===== src/rtl/fir_coef_ctrl_if.sv =====
// Host-side coefficient stream: valid/ready handshake carrying one FIR
// coefficient per beat, with a last flag closing each set.
interface fir_coef_ctrl_if #(
  parameter int COEF_W = 16
);
  logic              cfg_valid;
  logic              cfg_ready;
  logic [COEF_W-1:0] cfg_data;
  logic              cfg_last;

  modport master (
    output cfg_valid,
    output cfg_data,
    output cfg_last,
    input  cfg_ready
  );

  modport slave (
    input  cfg_valid,
    input  cfg_data,
    input  cfg_last,
    output cfg_ready
  );
endinterface


===== src/rtl/fir_coef_ctrl.sv =====
// Sequences the ADC-path FIR: loads and validates a coefficient set, enables
// the filter, and keeps the output mux on raw data until the pipeline settles.
module fir_coef_ctrl #(
  parameter int TAPS       = 16,
  parameter int COEF_W     = 16,
  parameter int SETTLE_CYC = 24,
  localparam int AW        = (TAPS > 1) ? $clog2(TAPS) : 1
) (
  input  logic              ad_clk,
  input  logic              rst,
  input  logic              fir_en_req,
  fir_coef_ctrl_if.slave    cfg,
  output logic              coef_we,
  output logic [AW-1:0]     coef_addr,
  output logic [COEF_W-1:0] coef_wdata,
  output logic              fir_en,
  output logic              out_sel,
  output logic              coef_loaded,
  output logic              load_err,
  output logic              busy
);

  localparam int CW = (SETTLE_CYC > 1) ? $clog2(SETTLE_CYC) : 1;
  localparam logic [AW-1:0] LAST_IDX   = AW'(TAPS - 1);
  localparam logic [CW-1:0] SETTLE_INI = CW'(SETTLE_CYC - 1);

  typedef enum logic [2:0] {IDLE, LOAD, DISCARD, SETTLE, RUN} state_t;

  state_t          state;
  logic [AW-1:0]   beat_idx;
  logic [CW-1:0]   settle_cnt;
  logic [AW-1:0]   cur_idx;
  logic            accept;

  assign cfg.cfg_ready = ~rst & ((state == IDLE) | (state == LOAD) | (state == DISCARD));
  assign accept        = cfg.cfg_valid & cfg.cfg_ready;

  // The first beat of a set (taken in IDLE) is index 0 and follows the LOAD rules.
  always_comb begin
    cur_idx = beat_idx;
    if (state == IDLE) cur_idx = '0;
  end

  always_ff @(posedge ad_clk) begin
    if (rst) begin
      state       <= IDLE;
      beat_idx    <= '0;
      settle_cnt  <= '0;
      coef_we     <= 1'b0;
      coef_addr   <= '0;
      coef_wdata  <= '0;
      fir_en      <= 1'b0;
      out_sel     <= 1'b0;
      coef_loaded <= 1'b0;
      load_err    <= 1'b0;
      busy        <= 1'b0;
    end else begin
      coef_we <= 1'b0;
      case (state)
        IDLE, LOAD: begin
          if (accept) begin
            coef_we    <= 1'b1;
            coef_addr  <= cur_idx;
            coef_wdata <= cfg.cfg_data;
            if (state == IDLE) begin
              coef_loaded <= 1'b0;
              load_err    <= 1'b0;
            end
            if (cfg.cfg_last && cur_idx == LAST_IDX) begin
              state       <= IDLE;
              busy        <= 1'b0;
              coef_loaded <= 1'b1;
            end else if (cfg.cfg_last) begin
              state    <= IDLE;
              busy     <= 1'b0;
              load_err <= 1'b1;
            end else if (cur_idx == LAST_IDX) begin
              state    <= DISCARD;
              busy     <= 1'b1;
              load_err <= 1'b1;
            end else begin
              state    <= LOAD;
              busy     <= 1'b1;
              beat_idx <= cur_idx + AW'(1);
            end
          end else if (state == IDLE && fir_en_req && coef_loaded) begin
            state      <= SETTLE;
            busy       <= 1'b1;
            fir_en     <= 1'b1;
            settle_cnt <= SETTLE_INI;
          end
        end
        DISCARD: begin
          if (accept && cfg.cfg_last) begin
            state <= IDLE;
            busy  <= 1'b0;
          end
        end
        SETTLE, RUN: begin
          // Dropping the switch wins so no filtered sample leaks out afterwards.
          if (!fir_en_req) begin
            state   <= IDLE;
            busy    <= 1'b0;
            fir_en  <= 1'b0;
            out_sel <= 1'b0;
          end else if (state == SETTLE) begin
            if (settle_cnt == '0) begin
              state   <= RUN;
              busy    <= 1'b0;
              out_sel <= 1'b1;
            end else begin
              settle_cnt <= settle_cnt - CW'(1);
            end
          end
        end
        default: begin
          state <= IDLE;
          busy  <= 1'b0;
        end
      endcase
    end
  end

endmodule


===== src/flat_wrapper.sv =====
// flat-port wrapper written by rule: the top's interface ports become plain ports
module fir_coef_ctrl_flat 
#(
  parameter int TAPS       = 16,
  parameter int COEF_W     = 16,
  parameter int SETTLE_CYC = 24,
  localparam int AW        = (TAPS > 1) ? $clog2(TAPS) : 1
)
  (ad_clk, rst, fir_en_req, coef_we, coef_addr, coef_wdata, fir_en, out_sel, coef_loaded, load_err, busy, cfg_cfg_valid, cfg_cfg_data, cfg_cfg_last, cfg_cfg_ready);
  fir_coef_ctrl_if #(.COEF_W(COEF_W)) cfg_i ();
  input  logic ad_clk;
  input  logic rst;
  input  logic fir_en_req;
  output logic coef_we;
  output logic [AW-1:0] coef_addr;
  output logic [COEF_W-1:0] coef_wdata;
  output logic fir_en;
  output logic out_sel;
  output logic coef_loaded;
  output logic load_err;
  output logic busy;
  input wire logic [$bits(cfg_i.cfg_valid)-1:0] cfg_cfg_valid;
  input wire logic [$bits(cfg_i.cfg_data)-1:0] cfg_cfg_data;
  input wire logic [$bits(cfg_i.cfg_last)-1:0] cfg_cfg_last;
  output wire logic [$bits(cfg_i.cfg_ready)-1:0] cfg_cfg_ready;
  assign cfg_i.cfg_valid = cfg_cfg_valid;
  assign cfg_i.cfg_data = cfg_cfg_data;
  assign cfg_i.cfg_last = cfg_cfg_last;
  assign cfg_cfg_ready = cfg_i.cfg_ready;
  fir_coef_ctrl #(.TAPS(TAPS), .COEF_W(COEF_W), .SETTLE_CYC(SETTLE_CYC)) u_core (.ad_clk(ad_clk), .rst(rst), .fir_en_req(fir_en_req), .cfg(cfg_i), .coef_we(coef_we), .coef_addr(coef_addr), .coef_wdata(coef_wdata), .fir_en(fir_en), .out_sel(out_sel), .coef_loaded(coef_loaded), .load_err(load_err), .busy(busy));
endmodule

===== config.mk =====
export PLATFORM = sky130hd
export DESIGN_NAME = fir_coef_ctrl_flat
export DESIGN_NICKNAME = d
export VERILOG_FILES = /design/src/rtl/fir_coef_ctrl_if.sv /design/src/rtl/fir_coef_ctrl.sv /design/src/flat_wrapper.sv
export SDC_FILE = /design/constraint.sdc
export NUM_CORES = 1
export LEC_CHECK = 0
export BUFFER_PORTS_ARGS = -buffer_cell sky130_fd_sc_hd__buf_4
export CAP_MARGIN = 5
export CORE_MARGIN = 8
export CORE_UTILIZATION = 48
export DETAILED_ROUTE_END_ITERATION = 8
export PLACE_DENSITY = 0.74
export SYNTH_ARGS = -nofsm -noshare
export SYNTH_HDL_FRONTEND = slang
export SYNTH_SLANG_ARGS = --single-unit

===== constraint.sdc =====
create_clock -name ad_clk -period 4.3 [get_ports ad_clk]
set_input_delay 0 -clock ad_clk [delete_from_list [all_inputs] [get_ports ad_clk]]
set_output_delay 0 -clock ad_clk [all_outputs]
set_load 0.01 [all_outputs]

==> results.py, run 1 <==
metrics = {
    "drt": {
        "highest_layer": "met4",
        "dr_wl_met2_mm": 2.08,
        "viasPerCell": 5.28,
        "wl_met3_um": 231,
        "first_pass_iters": 4,
        "wl_per_cell_um": 14.0,
        "wirelength_mm": 4.26,
        "dr_total_vias": 1599,
        "ant_nets": 0,
        "drt_iter0_drc": 97,
        "wl_met1_mm": 1.88,
        "drc": 0,
    },
    "synthesis": {
        "synthCells": 199,
        "syn_area_um2": 1720,
        "synth.area.top_cells": "dfxtp_1 44%, nand2_1 8.7%, a21oi_1 7.6%",
        "synth_cell_types": 53,
        "syn_area_per_cell_um2": 8.66,
        "synth_top_area_share_pct": 44.2,
        "synth_top_area_cell": "dfxtp_1",
        "syn_nets": 223,
        "yosysSeqAreaShare_pct": 44.2,
        "ys_warn_count": 0,
        "synth-seq-cells": 38,
    },
    "floorplan": {
        "core_area_um2": 3390,
        "pin_count": 48,
        "start_util_pct": 50.8,
        "fp.dieW_um": 75.9,
        "rows": 21,
        "die_h_um": 75.9,
        "die-area_um2": 5760,
    },
    "status": {
        "outcome": "complete, no violations",
    },
    "sta": {
        "slew_viol_final": 0,
        "rsz0062_at_grt": "false",
        "finClkSkew_ns": 0.00604,
        "setup_viol": 0,
        "min_period_ns": 2.29,
        "hold_viol_final": 0,
        "holdWs_ns": 0.0193,
        "fin_tns_setup_ns": 0,
        "maxSlewHeadroom_pct": 37.0,
        "worst_slack_ns": 2.01,
        "finalCritPeriodShare_pct": 53.3,
        "fmax_mhz": 436,
        "worstMarginPinSlew_ns": 0.944,
    },
    "clock_network": {
        "cts_buffer_depth": 2,
        "cts_buffers": 5,
        "clock_latency_ns": 0.34,
        "cts_root_buf": "clkbuf_4",
        "htreeDepth": 2,
        "ctsResizeCount": 0,
        "cts.sinks": 38,
        "cts_tree": "yes",
        "clkTransAtPathRegs_ns": 0.11,
    },
    "power": {
        "peakVddDrop_v": 0.000242,
        "powerDensity_nw_per_um2": 349,
        "finalPower_uw": 809,
        "leakage_uw": 0.000946,
    },
    "critical_path": {
        "crit_type": "reg -> reg",
        "cp.arrival_ns": 2.52,
        "critical_path_required_ns": 4.53,
        "path_max_fanout": 25,
        "end_kind": "flip-flop",
        "start_kind": "flip-flop",
    },
    "place": {
        "place_ws_ns": 2.06,
        "portBuffers": 47,
        "dp_hpwl_mm": 2.88,
        "gp_congestion": 0.795,
    },
    "global_routing": {
        "grt_pass1_wl_mm": 7.11,
        "overflow": 0,
        "grt_usage_pct": 14.7,
        "grt_start_max_net_pins": 40,
        "grt_pass1_vias": 1494,
        "antenna_found_initial": 0,
    },
    "finish": {
        "nNetsFinal": 280,
        "final_util_pct": 68.4,
        "drive_above_1_share_pct": 26.8,
        "num_antenna_cells": 0,
        "area_growth_pct": 34.6,
    },
    "job": {
        "drv_cap": 0,
    },
    "min_path": {
        "hold_class": "in -> reg",
    },
}
==> kinds of logic after synthesis <==
kind of cell,count (synthesis),share of synthesized area (%)
XOR/XNOR,3,1.53
multiplexers,1,0.581
buffers and inverters,18,6.46
AND/OR/NAND/NOR,84,24.8
flip-flops,38,44.2
AO/OA/AOI/OAI,52,20.3
adder cells (fa/ha/maj),3,2.18
==> sequential cells by signal, summed over array words and instances, names as in the netlist <==
name                cells
u_core.fir_en           1
u_core.load_err         1
u_core.coef_wdata      16
u_core.busy             1
u_core.coef_we          1
u_core.state            3
u_core.beat_idx         4
u_core.settle_cnt       5
u_core.out_sel          1
u_core.coef_addr        4
u_core.coef_loaded      1
==> critical path, cell delays in order, from the launching register on <==
cell and delay [ns]:
dfxtp_1 0.65, nor2_2 0.12, nand2b_1 0.70, inv_2 0.36, a32oi_1 0.29, nor2_1 0.05
==> Yosys cell counts (all sizes together) <==
cell type	number
a211oi	4
nor2	15
or4	1
dfxtp	38
or2b	1
o21ai	3
o31ai	2
a32oi	2
o41ai	1
and3b	1
clkbuf	9
or4b	1
a31oi	2
a311oi	1
a2111o	1
and3	1
buf	5
nor3	6
a32o	1
nand3b	2
o2111ai	2
and4b	1
and4	1
nand4	1
o21a	2
nand2b	1
or3	1
inv	4
nand2	41
xor2	3
nand3	6
ha	3
and2	3
mux2i	1
a22oi	3
a21o	1
a21oi	27
nor3b	1
==> power by group <==
group	internal [µW]	total, µW	switching [µW]
clock	197	314	117
combinational	56.7	117	60.2
sequential	365	378	12.9
==> cells in the final DEF (no fill, tap or decap), types with 3 or more instances in the layout <==
master,Yosys,layout
buf_4,1,47
nand2_1,40,40
dfxtp_1,38,38
a21oi_1,26,26
dlygate4sd3_1,0,17
nor2_1,14,14
nand3_1,6,6
clkbuf_4,1,5
a211oi_1,4,4
inv_1,3,3
a22oi_1,3,3
nor3_1,3,3
xor2_1,3,3
ha_1,3,3
==> final cells by class <==
cell class | instances | area (µm²)
multi-input cells | 143 | 851
flip-flops and latches | 38 | 761
repair buffers | 64 | 523
fillers | 285 | 1070
clock buffers | 6 | 51.3
well taps | 46 | 57.6
inverters | 4 | 15.0
clock inverters | 2 | 60.1
==> worst paths after layout <==
| path | start | to | slack [ns] | cells past startpoint |
|---|---|---|---|---|
| setup / recovery | u_core.state[2] | u_core.coef_loaded | 2.01 | 5 |
| hold / removal | fir_en_req | u_core.settle_cnt[1] | 0.02 | 3 |
| setup reg to reg | u_core.state[2] | u_core.coef_loaded | 2.01 | 5 |
| hold reg to reg | u_core.coef_wdata[15] | u_core.coef_wdata[15] | 0.46 | 2 |
==> repair_timing <==
action,4_1_cts,5_1_grt
hold endpoints to repair,17,0
setup buffers,0,0
endpoints found under the setup margin,0,0
hold buffers,17,0
==> layer usage <==
| layer | vias up | track usage (%) |
|---|---|---|
| li1 | 808 | - |
| met3 | 6 | 4.83 |
| met1 | 743 | 16.8 |
| met4 | 0 | 5.29 |
| met5 | - | 0 |
| met2 | 42 | 24.6 |
==> through the flow <==
step,instances,area [µm²]
after CTS,303,2320
final,303,2320
after floorplan,199,1720
after global placement,278,2040
after detailed placement,278,2040
after global routing,303,2320
(Power assumes the default switching activity.)
==> run 2: changes to the inputs <==
CORE_UTILIZATION = 46   (was 48)
PLACE_DENSITY = 0.75   (was 0.74)
clock period = 2 ns   (was 4.3 ns; I/O delays follow)
==> run 2 against run 1 <==
  * Clock power up 110%
  * Global-route usage up 0.68 points
  * Sequential power up 110%
  * Register-to-register slack worse by 1.9 ns
  * First-iteration DRC count down 12%
  * Worst setup slack worse by 1.9 ns
  * Critical path depth up 3
  * Via count up 1.3%
  * Largest power group unchanged
==> results.py, run 2 (synthesized netlist as in run 1, its figures left out) <==
metrics = {
    "status": {
        "outcome": "complete, no violations",
    },
    "floorplan": {
        "core_area_um2": 3630,
        "rows": 22,
        "fp.dieW_um": 77.2,
        "die_h_um": 77.2,
        "die-area_um2": 5960,
        "start_util_pct": 47.4,
        "pin_count": 48,
    },
    "critical_path": {
        "crit_type": "reg -> reg",
        "path_max_fanout": 5,
        "start_kind": "flip-flop",
        "ff2ff_setup_slack_ns": 0.09,
        "critical_path_required_ns": 2.17,
        "critPathSlowestCell": "or3_4",
        "end_kind": "flip-flop",
        "cp.arrival_ns": 2.08,
        "crit_chain": "or3_4 -> and2_1 -> ha_2 -> nand3_2 -> nor2_2 -> nor3_4 -> mux2i_1 -> nor2_1",
        "slowest_delay_ns": 0.40,
    },
    "sta": {
        "rsz0062_at_grt": "false",
        "worst_slack_ns": 0.0884,
        "fin_tns_setup_ns": 0,
        "min_period_ns": 1.91,
        "finClkSkew_ns": 0.00455,
        "finalCritPeriodShare_pct": 95.6,
        "setup_viol": 0,
        "slew_viol_final": 0,
        "fmax_mhz": 523,
        "maxSlewHeadroom_pct": 75.4,
        "hold_viol_final": 0,
        "worstMarginPinSlew_ns": 0.368,
    },
    "power": {
        "powerDensity_nw_per_um2": 727,
        "p_seq_share_pct": 45.7,
        "leakage_uw": 0.000983,
        "peakVddDrop_v": 0.000460,
        "finalPower_uw": 1750,
        "power_frac_clock_pct": 37.8,
        "p_sw_uw": 425,
        "switching_share_pct": 24.3,
        "p_int_uw": 1330,
        "comb_power_share_pct": 16.5,
    },
    "finish": {
        "fin_area_um2": 2410,
        "drive_above_1_share_pct": 30.7,
        "layout_common_cells": "55 x buf_4, 40 x nand2_1, 38 x dfxtp_1",
        "stdcell_count": 312,
        "regMostFlops": "u_core.coef_wdata",
        "fill_cells": 318,
        "multi_input_area_um2": 875,
        "nNetsFinal": 288,
        "largest_reg_flops": 16,
        "seq_area_um2": 761,
        "num_antenna_cells": 0,
        "largest_registers": "u_core.coef_wdata x16, u_core.settle_cnt x5",
        "area_growth_pct": 39.7,
        "layout_commonest_cell": "buf_4",
    },
    "clock_network": {
        "cts.sinks": 38,
        "cts_buffer_depth": 2,
        "htreeDepth": 2,
        "clkTransAtPathRegs_ns": 0.07,
        "cts_buffers": 5,
        "clock_latency_ns": 0.29,
        "cts_tree": "yes",
        "cts_root_buf": "clkbuf_8",
        "postCtsSetupBuffers": 0,
    },
    "place": {
        "gp_congestion": 0.766,
        "dp_hpwl_mm": 3.01,
        "place_ws_ns": 0.0562,
        "portBuffers": 47,
        "placed_cell_area_um2": 2120,
        "dp_cells": 288,
    },
    "drt": {
        "first_pass_iters": 4,
        "dr_total_vias": 1620,
        "viasPerCell": 5.19,
        "wirelength_mm": 4.37,
        "drt_iter0_drc": 85,
        "wl_per_cell_um": 14.0,
        "drc": 0,
        "ant_nets": 0,
    },
    "global_routing": {
        "overflow": 0,
        "grt_start_max_net_pins": 27,
        "grt_usage_pct": 15.3,
        "grt_pass1_vias": 1588,
        "antenna_found_initial": 0,
        "grt_pass1_wl_mm": 7.61,
    },
    "job": {
        "drv_cap": 0,
    },
    "min_path": {
        "hold_class": "in -> reg",
    },
}
[run 2: cell types whose count changed in the layout (fill, tap and decap cells not counted), sizes merged]
cell and change:
buf +8, bufinv -1
[run 2: cell type report]
type,count,area share [%]
Clock buffer,6,3.43
Clock inverter,1,1.25
Inverter,4,0.624
Multi-Input combinational cell,143,36.3
Sequential cell,38,31.6
Tap cell,48,2.50
Timing Repair Buffer,72,24.2
[run 2: critical path, delay by kind of cell, from the launching register on]
| kind | cells | cell delay, ns |
|---|---|---|
| multiplexers | 1 | 0.21 |
| adder cells (fa/ha/maj) | 1 | 0.22 |
| AND/OR/NAND/NOR | 6 | 1.07 |
| flip-flops | 1 | 0.31 |
[run 2: what timing repair did]
item	in CTS	in global routing
setup endpoints to repair	0	4
gates resized for setup	0	1
hold endpoints to repair	19	0
hold buffers	17	0
[run 2: per-layer routing]
layer  wire [µm]  vias up  global-route usage, %
met3         241        7                   5.48
li1            -      824                      -
met4          85        0                   8.11
met2        2170       39                   24.4
met5           0        -                      0
met1        1880      750                   17.5
[run 2: power groups by stage]
stage               Sequential, µW  Clock, µW  Combinational (µW)
global route                   803        711                 315
finish                         799        662                 289
detailed placement             817          0                 259
CTS                            799        673                 288
global placement               815          0                 258
floorplan                      827          0                 152
[run 2: path summary, 6_finish.rpt]
check | start | endpoint | cells after the start
min reg2reg | u_core.coef_wdata[13] | u_core.coef_wdata[13] | 2
max reg2reg | u_core.state[0] | u_core.beat_idx[1] | 8
max | u_core.state[0] | u_core.beat_idx[1] | 8
min | cfg_cfg_last | u_core.coef_loaded | 3
[run 2: stage by stage]
step                      util (%)  hold slack (ns)
final                         66.2           0.0731
after CTS                     66.0           0.0583
after detailed placement      58.3            0.256
after global routing          66.2           0.0776
after global placement        58.3            0.247
after floorplan                  -            0.134
